==> src/rtl/mips_ctrl_pkg.sv <==
// Shared encodings for the multicycle MIPS controller: opcodes, state codes, ALU classes, mux selects.
// Latency: none (definitions only).
// Backpressure: none (definitions only); ILLEGAL_OP_TRAP_EN adds the TRAP state code.
package mips_ctrl_pkg;

    // Opcodes, IR[31:26]
    localparam logic [5:0] OP_RTYPE = 6'h00;
    localparam logic [5:0] OP_J     = 6'h02;
    localparam logic [5:0] OP_JAL   = 6'h03;
    localparam logic [5:0] OP_BEQ   = 6'h04;
    localparam logic [5:0] OP_BNE   = 6'h05;
    localparam logic [5:0] OP_ADDI  = 6'h08;
    localparam logic [5:0] OP_ANDI  = 6'h0C;
    localparam logic [5:0] OP_ORI   = 6'h0D;
    localparam logic [5:0] OP_LUI   = 6'h0F;
    localparam logic [5:0] OP_LW    = 6'h23;
    localparam logic [5:0] OP_SW    = 6'h2B;

    // ALU control classes consumed by the ALU control block
    localparam logic [2:0] ALUOP_NONE = 3'b000;
    localparam logic [2:0] ALUOP_LUI  = 3'b001;
    localparam logic [2:0] ALUOP_ADD  = 3'b010;
    localparam logic [2:0] ALUOP_ANDI = 3'b011;
    localparam logic [2:0] ALUOP_SUB  = 3'b100;
    localparam logic [2:0] ALUOP_ORI  = 3'b101;
    localparam logic [2:0] ALUOP_ADDI = 3'b110;
    localparam logic [2:0] ALUOP_R    = 3'b111;

    // Register destination select
    localparam logic [1:0] REGDST_RT = 2'd0;
    localparam logic [1:0] REGDST_RD = 2'd1;
    localparam logic [1:0] REGDST_RA = 2'd2;

    // Register write-data select
    localparam logic [1:0] M2R_ALUOUT = 2'd0;
    localparam logic [1:0] M2R_MDR    = 2'd1;
    localparam logic [1:0] M2R_PC     = 2'd2;

    // ALU B operand select
    localparam logic [1:0] SRCB_B     = 2'd0;
    localparam logic [1:0] SRCB_FOUR  = 2'd1;
    localparam logic [1:0] SRCB_IMM   = 2'd2;
    localparam logic [1:0] SRCB_IMMSH = 2'd3;

    // PC source select
    localparam logic [1:0] PCSRC_ALU    = 2'd0;
    localparam logic [1:0] PCSRC_ALUOUT = 2'd1;
    localparam logic [1:0] PCSRC_JUMP   = 2'd2;

    // Controller states; the code is also exported on the debug port
    typedef enum logic [3:0] {
        S_FETCH    = 4'd0,
        S_DECODE   = 4'd1,
        S_EXEC     = 4'd2,
        S_ALU_WB   = 4'd3,
        S_MEM_ADDR = 4'd4,
        S_MEM_RD   = 4'd5,
        S_MEM_WB   = 4'd6,
        S_MEM_WR   = 4'd7,
        S_BRANCH   = 4'd8,
        S_JUMP     = 4'd9,
        S_JAL      = 4'd10
`ifdef ILLEGAL_OP_TRAP_EN
        ,
        S_TRAP     = 4'd11
`endif
    } state_t;

    // Control vector for one cycle. fetch_ld marks the FETCH cycle whose
    // IR/PC load is qualified by mem_ready outside the registered vector.
    typedef struct packed {
        logic       fetch_ld;
        logic       pc_write;
        logic       pc_write_eq;
        logic       pc_write_ne;
        logic       i_or_d;
        logic       mem_read;
        logic       mem_write;
        logic [1:0] reg_dst;
        logic [1:0] mem_to_reg;
        logic       reg_write;
        logic       alu_src_a;
        logic [1:0] alu_src_b;
        logic [1:0] pc_source;
        logic [2:0] alu_op;
    } ctrl_t;

    // True for the opcodes that go through EXEC / ALU_WB
    function automatic logic is_alu_op(input logic [5:0] op);
        return (op == OP_RTYPE) || (op == OP_ADDI) || (op == OP_ANDI) ||
               (op == OP_ORI)   || (op == OP_LUI);
    endfunction

    // ALU class used in EXEC for the register/immediate arithmetic group
    function automatic logic [2:0] alu_class(input logic [5:0] op);
        logic [2:0] cls;
        case (op)
            OP_RTYPE: cls = ALUOP_R;
            OP_ADDI:  cls = ALUOP_ADDI;
            OP_ANDI:  cls = ALUOP_ANDI;
            OP_ORI:   cls = ALUOP_ORI;
            OP_LUI:   cls = ALUOP_LUI;
            default:  cls = ALUOP_NONE;
        endcase
        return cls;
    endfunction

endpackage

==> src/rtl/mc_output_decode.sv <==
// Combinational state-plus-opcode to datapath control-vector decoder.
// Latency: 0 cycles (pure combinational; the top registers the result).
// Backpressure: none; mem_ready qualification is applied by the top.
module mc_output_decode
    import mips_ctrl_pkg::*;
(
    input  state_t     i_state,
    input  logic [5:0] i_op,
    output ctrl_t      o_ctrl
);

    logic w_rtype;
    assign w_rtype = (i_op == OP_RTYPE);

    // Moore decode: every field not named for a state stays at 0
    always_comb begin
        o_ctrl = '0;
        case (i_state)
            S_FETCH: begin
                o_ctrl.fetch_ld  = 1'b1;
                o_ctrl.i_or_d    = 1'b0;
                o_ctrl.mem_read  = 1'b1;
                o_ctrl.alu_src_a = 1'b0;
                o_ctrl.alu_src_b = SRCB_FOUR;
                o_ctrl.alu_op    = ALUOP_ADD;
                o_ctrl.pc_source = PCSRC_ALU;
            end
            S_DECODE: begin
                // Branch target computed speculatively into ALUOut
                o_ctrl.alu_src_a = 1'b0;
                o_ctrl.alu_src_b = SRCB_IMMSH;
                o_ctrl.alu_op    = ALUOP_ADD;
            end
            S_EXEC: begin
                o_ctrl.alu_src_a = 1'b1;
                o_ctrl.alu_src_b = w_rtype ? SRCB_B : SRCB_IMM;
                o_ctrl.alu_op    = alu_class(i_op);
            end
            S_ALU_WB: begin
                o_ctrl.reg_write  = 1'b1;
                o_ctrl.mem_to_reg = M2R_ALUOUT;
                o_ctrl.reg_dst    = w_rtype ? REGDST_RD : REGDST_RT;
            end
            S_MEM_ADDR: begin
                o_ctrl.alu_src_a = 1'b1;
                o_ctrl.alu_src_b = SRCB_IMM;
                o_ctrl.alu_op    = ALUOP_ADD;
            end
            S_MEM_RD: begin
                o_ctrl.i_or_d   = 1'b1;
                o_ctrl.mem_read = 1'b1;
            end
            S_MEM_WB: begin
                o_ctrl.reg_write  = 1'b1;
                o_ctrl.reg_dst    = REGDST_RT;
                o_ctrl.mem_to_reg = M2R_MDR;
            end
            S_MEM_WR: begin
                o_ctrl.i_or_d    = 1'b1;
                o_ctrl.mem_write = 1'b1;
            end
            S_BRANCH: begin
                o_ctrl.alu_src_a   = 1'b1;
                o_ctrl.alu_src_b   = SRCB_B;
                o_ctrl.alu_op      = ALUOP_SUB;
                o_ctrl.pc_source   = PCSRC_ALUOUT;
                o_ctrl.pc_write_eq = (i_op == OP_BEQ);
                o_ctrl.pc_write_ne = (i_op == OP_BNE);
            end
            S_JUMP: begin
                o_ctrl.pc_source = PCSRC_JUMP;
                o_ctrl.pc_write  = 1'b1;
            end
            S_JAL: begin
                // PC already holds PC+4 here, so it is the link value
                o_ctrl.pc_source  = PCSRC_JUMP;
                o_ctrl.pc_write   = 1'b1;
                o_ctrl.reg_write  = 1'b1;
                o_ctrl.reg_dst    = REGDST_RA;
                o_ctrl.mem_to_reg = M2R_PC;
            end
            default: begin
                // TRAP and unused codes: all strobes low
                o_ctrl = '0;
            end
        endcase
    end

endmodule

==> src/rtl/multicycle_control.sv <==
// Multicycle MIPS control FSM: 3-5 cycles per instruction over a shared memory port and ALU.
// Latency: registered Moore outputs; FETCH IR/PC load is qualified by mem_ready in the same cycle.
// Backpressure: FETCH, MEM_RD and MEM_WR hold with strobes stable while mem_ready=0. Macro: ILLEGAL_OP_TRAP_EN.
module multicycle_control
    import mips_ctrl_pkg::*;
#(
    parameter int ALUOP_WIDTH = 3,
    parameter int RA_INDEX    = 31
) (
    input  logic                   clk,
    input  logic                   reset,
    input  logic [5:0]             op,
    input  logic                   mem_ready,
    output logic                   pc_write,
    output logic                   pc_write_eq,
    output logic                   pc_write_ne,
    output logic                   i_or_d,
    output logic                   mem_read,
    output logic                   mem_write,
    output logic                   ir_write,
    output logic [1:0]             reg_dst,
    output logic [1:0]             mem_to_reg,
    output logic                   reg_write,
    output logic                   alu_src_a,
    output logic [1:0]             alu_src_b,
    output logic [1:0]             pc_source,
    output logic [ALUOP_WIDTH-1:0] alu_op,
    output logic [3:0]             state,
    output logic                   illegal_op
);

    // The datapath hardwires $31 for reg_dst=2 and the ALU classes are 3 bits wide
    if (RA_INDEX != 31 || ALUOP_WIDTH < 3) begin : g_param_check
        $error("multicycle_control: RA_INDEX must be 31 and ALUOP_WIDTH at least 3");
    end

    state_t r_state;
    state_t w_next_state;
    ctrl_t  r_ctrl;
    ctrl_t  w_next_ctrl;
    // Low for the single cycle after reset so FETCH starts with its strobes already registered
    logic   r_run;

    // Next-state selection; op is only looked at once the IR is stable
    always_comb begin
        w_next_state = r_state;
        if (!r_run) begin
            w_next_state = S_FETCH;
        end else begin
            case (r_state)
                S_FETCH:    if (mem_ready) w_next_state = S_DECODE;
                S_DECODE: begin
                    case (op)
                        OP_RTYPE, OP_ADDI, OP_ANDI, OP_ORI, OP_LUI: w_next_state = S_EXEC;
                        OP_LW, OP_SW:                               w_next_state = S_MEM_ADDR;
                        OP_BEQ, OP_BNE:                             w_next_state = S_BRANCH;
                        OP_J:                                       w_next_state = S_JUMP;
                        OP_JAL:                                     w_next_state = S_JAL;
`ifdef ILLEGAL_OP_TRAP_EN
                        default:                                    w_next_state = S_TRAP;
`else
                        default:                                    w_next_state = S_FETCH;
`endif
                    endcase
                end
                S_EXEC:     w_next_state = S_ALU_WB;
                S_ALU_WB:   w_next_state = S_FETCH;
                S_MEM_ADDR: w_next_state = (op == OP_LW) ? S_MEM_RD : S_MEM_WR;
                S_MEM_RD:   if (mem_ready) w_next_state = S_MEM_WB;
                S_MEM_WB:   w_next_state = S_FETCH;
                S_MEM_WR:   if (mem_ready) w_next_state = S_FETCH;
                S_BRANCH:   w_next_state = S_FETCH;
                S_JUMP:     w_next_state = S_FETCH;
                S_JAL:      w_next_state = S_FETCH;
`ifdef ILLEGAL_OP_TRAP_EN
                S_TRAP:     w_next_state = S_TRAP;
`endif
                default:    w_next_state = S_FETCH;
            endcase
        end
    end

    // Decode the state being entered so the control vector registers alongside it
    mc_output_decode u_output_decode (
        .i_state (w_next_state),
        .i_op    (op),
        .o_ctrl  (w_next_ctrl)
    );

    // State and registered control vector; reset aborts any instruction in flight
    always_ff @(posedge clk) begin
        if (reset) begin
            r_state <= S_FETCH;
            r_ctrl  <= '0;
            r_run   <= 1'b0;
        end else begin
            r_state <= w_next_state;
            r_ctrl  <= w_next_ctrl;
            r_run   <= 1'b1;
        end
    end

`ifdef ILLEGAL_OP_TRAP_EN
    logic r_illegal_op;

    // Sticky flag raised on entry to TRAP, cleared only by reset
    always_ff @(posedge clk) begin
        if (reset) begin
            r_illegal_op <= 1'b0;
        end else if (w_next_state == S_TRAP) begin
            r_illegal_op <= 1'b1;
        end
    end

    assign illegal_op = r_illegal_op;
`else
    assign illegal_op = 1'b0;
`endif

    // FETCH loads IR and PC only in the cycle the memory returns the word
    assign ir_write    = r_ctrl.fetch_ld & mem_ready;
    assign pc_write    = r_ctrl.pc_write | (r_ctrl.fetch_ld & mem_ready);
    assign pc_write_eq = r_ctrl.pc_write_eq;
    assign pc_write_ne = r_ctrl.pc_write_ne;
    assign i_or_d      = r_ctrl.i_or_d;
    assign mem_read    = r_ctrl.mem_read;
    assign mem_write   = r_ctrl.mem_write;
    assign reg_dst     = r_ctrl.reg_dst;
    assign mem_to_reg  = r_ctrl.mem_to_reg;
    assign reg_write   = r_ctrl.reg_write;
    assign alu_src_a   = r_ctrl.alu_src_a;
    assign alu_src_b   = r_ctrl.alu_src_b;
    assign pc_source   = r_ctrl.pc_source;
    assign alu_op      = ALUOP_WIDTH'(r_ctrl.alu_op);
    assign state       = r_state;

endmodule

==> config.mk <==
export PLATFORM = sky130hd
export DESIGN_NAME = multicycle_control
export DESIGN_NICKNAME = d
export VERILOG_FILES = /design/src/rtl/mips_ctrl_pkg.sv /design/src/rtl/mc_output_decode.sv /design/src/rtl/multicycle_control.sv
export SDC_FILE = /design/constraint.sdc
export NUM_CORES = 1
export LEC_CHECK = 0
export CORE_MARGIN = 10
export CORE_UTILIZATION = 30
export DETAILED_ROUTE_END_ITERATION = 12
export PLACE_DENSITY = 0.57
export SLEW_MARGIN = 10
export SYNTH_ARGS = -nofsm -noshare
export SYNTH_HDL_FRONTEND = slang
export SYNTH_HIERARCHICAL = 1
export SYNTH_SLANG_ARGS = --single-unit
export TNS_END_PERCENT = 100
==> constraint.sdc <==
create_clock -name clk -period 2.1 [get_ports clk]
set_input_delay 0.42 -clock clk [delete_from_list [all_inputs] [get_ports clk]]
set_output_delay 0.42 -clock clk [all_outputs]
set_load 0.05 [all_outputs]
======== Word-level counts from Yosys, hierarchy flattened ========
Index checks and enable logic that the tools add are counted.
operators by class
  multiply operators ...................... 0
  order comparisons ....................... 0
  reductions and logical operators ........ 11
  bitwise logic cells ..................... 3
  shifts and indexed selects .............. 0
  divide/modulo/power cells ............... 0
  equality and inequality tests ........... 25
  multiplexer cells ....................... 20
  $add $sub $neg .......................... 0
operators with widths
  kind                  count
  $pmux W3 S5           2
  $eq A4 B3 Y1 const B  7
  $eq A6 B4 Y1 const B  4
  $pmux W4 S6           1
  $pmux W4 S5           1
  $mux W4               4
  $pmux W5 S3           1
  $eq A4 B2 Y1 const B  3
  $eq A4 B4 Y1 const B  3
  $eq A6 B2 Y1 const B  2
  $eq A6 B3 Y1 const B  2
  $eq A6 B6 Y1 const B  2
  $reduce_or A2 Y1      6
  $pmux W3 S3           1
  $eq A4 B1 Y1 const B  2
  $logic_not A4 Y1      2
  $mux W1               7
  $logic_not A6 Y1      1
  $reduce_or A5 Y1      1
  $mux W2               2
  $pmux W2 S2           1
  $reduce_or A3 Y1      1
  $and A1 B1 Y1         1
  $not A1 Y1            1
  $or A1 B1 Y1          1
word-level totals
  bits in registers ....................... 25
  latch bits .............................. 0
  output and inout port bits .............. 25
  word-level logic and storage cells ...... 75
  memories kept ........................... 0
  input bits .............................. 9
  ROM bits ................................ 0
  RAM bits ................................ 0

======== Longest topological paths before layout ========
  depth in word-level cells ............... 8
  mapped depth ............................ 10
  gate-level depth less buffers ........... 8

======== Modules after synthesis ========
The synthesis kept the hierarchy.
modules (own cells, without submodules)
  module              sequential area each (um2)  cells each  instances  area each (um2)
  multicycle_control  500.5                       104         1          1042.2
  mc_output_decode    0.0                         55          1          342.8

======== Worst setup path after synthesis ========
Ideal clock, no wire load.
  path type ............................... register -> register
  from .................................... register r_state[2] (netlist: state[2])
  to ...................................... register r_ctrl, in the netlist pc_write_eq
  required time ........................... 2034 ps
  clock period less this slack ............ 2512 ps
  library setup time ...................... 66 ps
  slack ................................... -412 ps
  buffers on the path ..................... 1
  arrival ................................. 2446 ps
  stages on the path, launching flop included .. 10
  cell sequence ........................... dfxtp_1 buf_4 xor2_1 nand2_1 nand3b_2 nor3b_1 nor4b_1 nand2_1 nor2_1 nor2b_1
between the ends
  longest elaborated chain between the ends .. 6
  elaborated cells between the ends (all ways) .. 14
  those cells by class .................... eq/ne: 6; mux: 5; bitwise: 1; reduce/logical: 2
RTL lines
  element                               RTL line                  source
  start, declared                       multicycle_control.sv:37  state_t r_state;
  start signal, assigned                multicycle_control.sv:97  r_state <= w_next_state;
  $eq A4 B3 Y1 (tied with other cells)  multicycle_control.sv:50  case (r_state)
  $pmux W4 S6 *                         multicycle_control.sv:50
  $mux W4 *                             multicycle_control.sv:47  if (!r_run) begin
  via w_next_state[3]                   multicycle_control.sv:38  state_t w_next_state;
  $eq A4 B4 Y1 *                        mc_output_decode.sv:18    case (i_state)
  $not A1 Y1 (no source line) *         --
  $reduce_or A2 Y1 (no source line) *   --
  end signal, assigned                  multicycle_control.sv:98  r_ctrl <= w_next_ctrl;
  end, declared                         multicycle_control.sv:39  ctrl_t r_ctrl;
Mark *: on every way through the listed nets, which the timed path passes. The rest lies on a longest branch.
A chain may end at the register's enable or synchronous reset.

==> results.toml <==
[outcome]
outcome = "finished clean"

[cells_and_area]
syn2layout_area_growth_pct = 51.22
drive_gt1_share_pct = 37.04
largest_reg_flops = 4
nNetsFinal = 226
stdcell_area_mm2 = 0.002095
postLayoutCoreUtil_pct = 47.45
n_antenna_cell = 0

[floorplanning]
top_level_ports = 34
die_h_um = 87.95
dieArea_mm2 = 0.007734
core_mm2 = 0.004414
num_rows = 24
start_util_pct = 31.38
dieWidth_um = 87.95

[setup_path]
crit_path_end_kind = "register"
crit_type = "in -> reg"
rr_worst_depth = 11
worstPathArrival_ns = 2.18
crit_required_ns = 2.31
setup.worst_path.start_class = "input pin"
critPathMaxFanout = 6

[sta]
tightest_slew_ns = 0.5055
rsz0062_at_grt = "false"
finalSetupViolCount = 0
finalCriticalPeriod_ns = 1.972
slew_violations = 0
holdWs_ns = 0.6540
skew_ns = 0.001424
hold_viol = 0
fmax_ghz = 0.5071
slew_headroom_pct = 66.20
finalCritPeriodShare_pct = 93.91

[power_and_ir_drop]
intPower_uw = 695.3
p_clk_share_pct = 29.4
power_switching_uw = 249.4
swShare_pct = 26.40
power_leakage_nw = 0.8544
power.share.sequential_pct = 51.2
powerDensity_mw_per_mm2 = 451.0
power_uw = 944.7
combinationalPowerShare_pct = 19.4
ir_drop_uv = 190.9

[cts]
cts_hold_buf = 0
numClockSinks = 25
cts-root-buf = "clkbuf_8"
clkLatencyLatePin_ns = 0.27
cts_tree = "built"
clockBufferDepth = 2
path_clk_slew_ns = 0.08
cts_buffers = 3
cts_max_level = 1

[drt]
drt_pass1_iterations = 4
routed_wirelength_mm = 3.261
vias = 1226
route.detailed.drc = 0
drtIter0Drc = 56
via_per_inst = 4.575
wl_per_cell_um = 12.17
detail-route-antenna-nets = 0

[synthesis]
synth_flop_cell = "dfxtp_1"
synthArstFlopShare_pct = 0
yosysWarnings = 6
syn_nets = 168
synth_cell_types = 43
synth_area_per_cell_um2 = 8.711
synth-seq-area-share_pct = 36.13
synth_edf_count = 0
synthCells = 159
netlist_area_mm2 = 0.001385
synth-seq-cells = 25

[grt]
grt_pass1_vias = 1229
antenna_found_initial = 0
grt_max_degree = 26
grt_pass1_wl_mm = 5.561
grt.overflow.total = 0
track_usage_pct = 8.737

[hold_path]
whs_path_depth = 3
min_path_type = "reg -> reg"

[placed_design]
place.gp.congestion = 0.8657
hpwl_mm = 2.534
portBuffers = 32
placed_cell_area_mm2 = 0.001867

[run]
maxCapViolCount = 0
-- logic make-up (layout without fill, tap and decap cells) --
| kind of cell | count (synthesis) | in the layout | share of synthesized area [%] |
|---|---|---|---|
| AOI/OAI and AO/OA | 26 | 26 | 13.01 |
| xor gates and xnor gates | 6 | 6 | 3.794 |
| buffers and inverters | 26 | 83 | 13.28 |
| DFF | 25 | 25 | 36.13 |
| other | 1 | 1 | 0.2707 |
| and+or+nand+nor | 75 | 75 | 33.51 |
-- cells in the mapped netlist (2+ instances only) --
cell / number / area, um^2
or3_1: 2 / 12.51
nand2b_1: 3 / 18.77
o21ai_0: 6 / 30.03
xor2_1: 5 / 43.79
nor2_1: 14 / 52.55
o211ai_1: 2 / 15.01
dfxtp_1: 25 / 500.5
nand2_1: 9 / 33.78
inv_1: 4 / 15.01
a21oi_1: 6 / 30.03
nor2b_1: 21 / 131.4
buf_4: 15 / 112.6
nor3_1: 8 / 40.04
nor3b_1: 2 / 15.01
clkbuf_1: 2 / 7.510
a31oi_1: 3 / 18.77
buf_6: 4 / 45.04
nor4b_1: 3 / 26.28
-- timing repair --
item / 4_1_cts / 5_1_grt
gates resized for setup: 18 / 12
pin swaps: 10 / 7
setup buffers: 3 / 7
setup endpoints to repair: 20 / 19
cloned: 0 / 0
-- metal layers --
layer | global-route usage, % | routed length, um | vias up
li1 | - | - | 646
met1 | 10.77 | 1480 | 548
met2 | 14.15 | 1527 | 26
met3 | 1.393 | 183 | 6
met4 | 4.783 | 71 | 0
met5 | 0 | 0 | -
-- power groups by stage --
stage,sequential [mW],combinational (mW),clock (mW)
2_1_floorplan,0.506,0.0826,0
3_3_place_gp,0.497,0.166,0
3_5_place_dp,0.497,0.168,0
4_1_cts,0.486,0.173,0.290
5_1_grt,0.485,0.199,0.309
6_report,0.484,0.184,0.277
-- metrics by stage --
step	cells	TNS (ns)	worst slack [ns]
floorplan	159	0	0.03973
global placement	255	-6.881	-0.4333
detailed placement	255	-8.611	-0.5362
CTS	261	0	0.01221
global route	268	0	0.003867
finish	268	0	0.1279
-- final cells by class --
cell class / instances / area (um^2)
fillers: 418 / 2320
well taps: 52 / 65.06
clock inverters: 1 / 5.005
flip-flops and latches: 25 / 510.5
inverters: 5 / 18.77
clock buffers: 3 / 41.29
repair buffers: 74 / 650.6
multi-input cells: 108 / 803.3
-- worst max-delay path: stages --
cell and delay [ns]:
dlygate4sd2_1 0.29, nand4b_1 0.14, o31a_1 0.33, a31oi_4 0.19, a21oi_4 0.11, inv_1 0.12
nand2_1 0.12, a221oi_2 0.29, nor2b_1 0.16
-- path summary, 6_finish.rpt --
check | from | end | slack, ns
min reg2reg | r_run | state[0] | 0.65
max reg2reg | state[2] | alu_op[1] | 0.14
max | op[5] | alu_op[1] | 0.13
min | r_run | state[0] | 0.65
-- cell usage in the layout, fill, tap and decap left out, types with 3 or more instances in the layout --
cell,count
nor2_1,12
dlygate4sd2_1,5
nor2b_1,21
nand2_1,9
a21oi_1,5
nor3_1,6
nand2b_1,3
buf_6,5
clkdlybuf4s50_1,19
buf_4,42
clkbuf_8,3
o21ai_0,6
inv_1,4
xor2_1,5
dfxtp_1,21
Power figures use the tool's default switching activity.
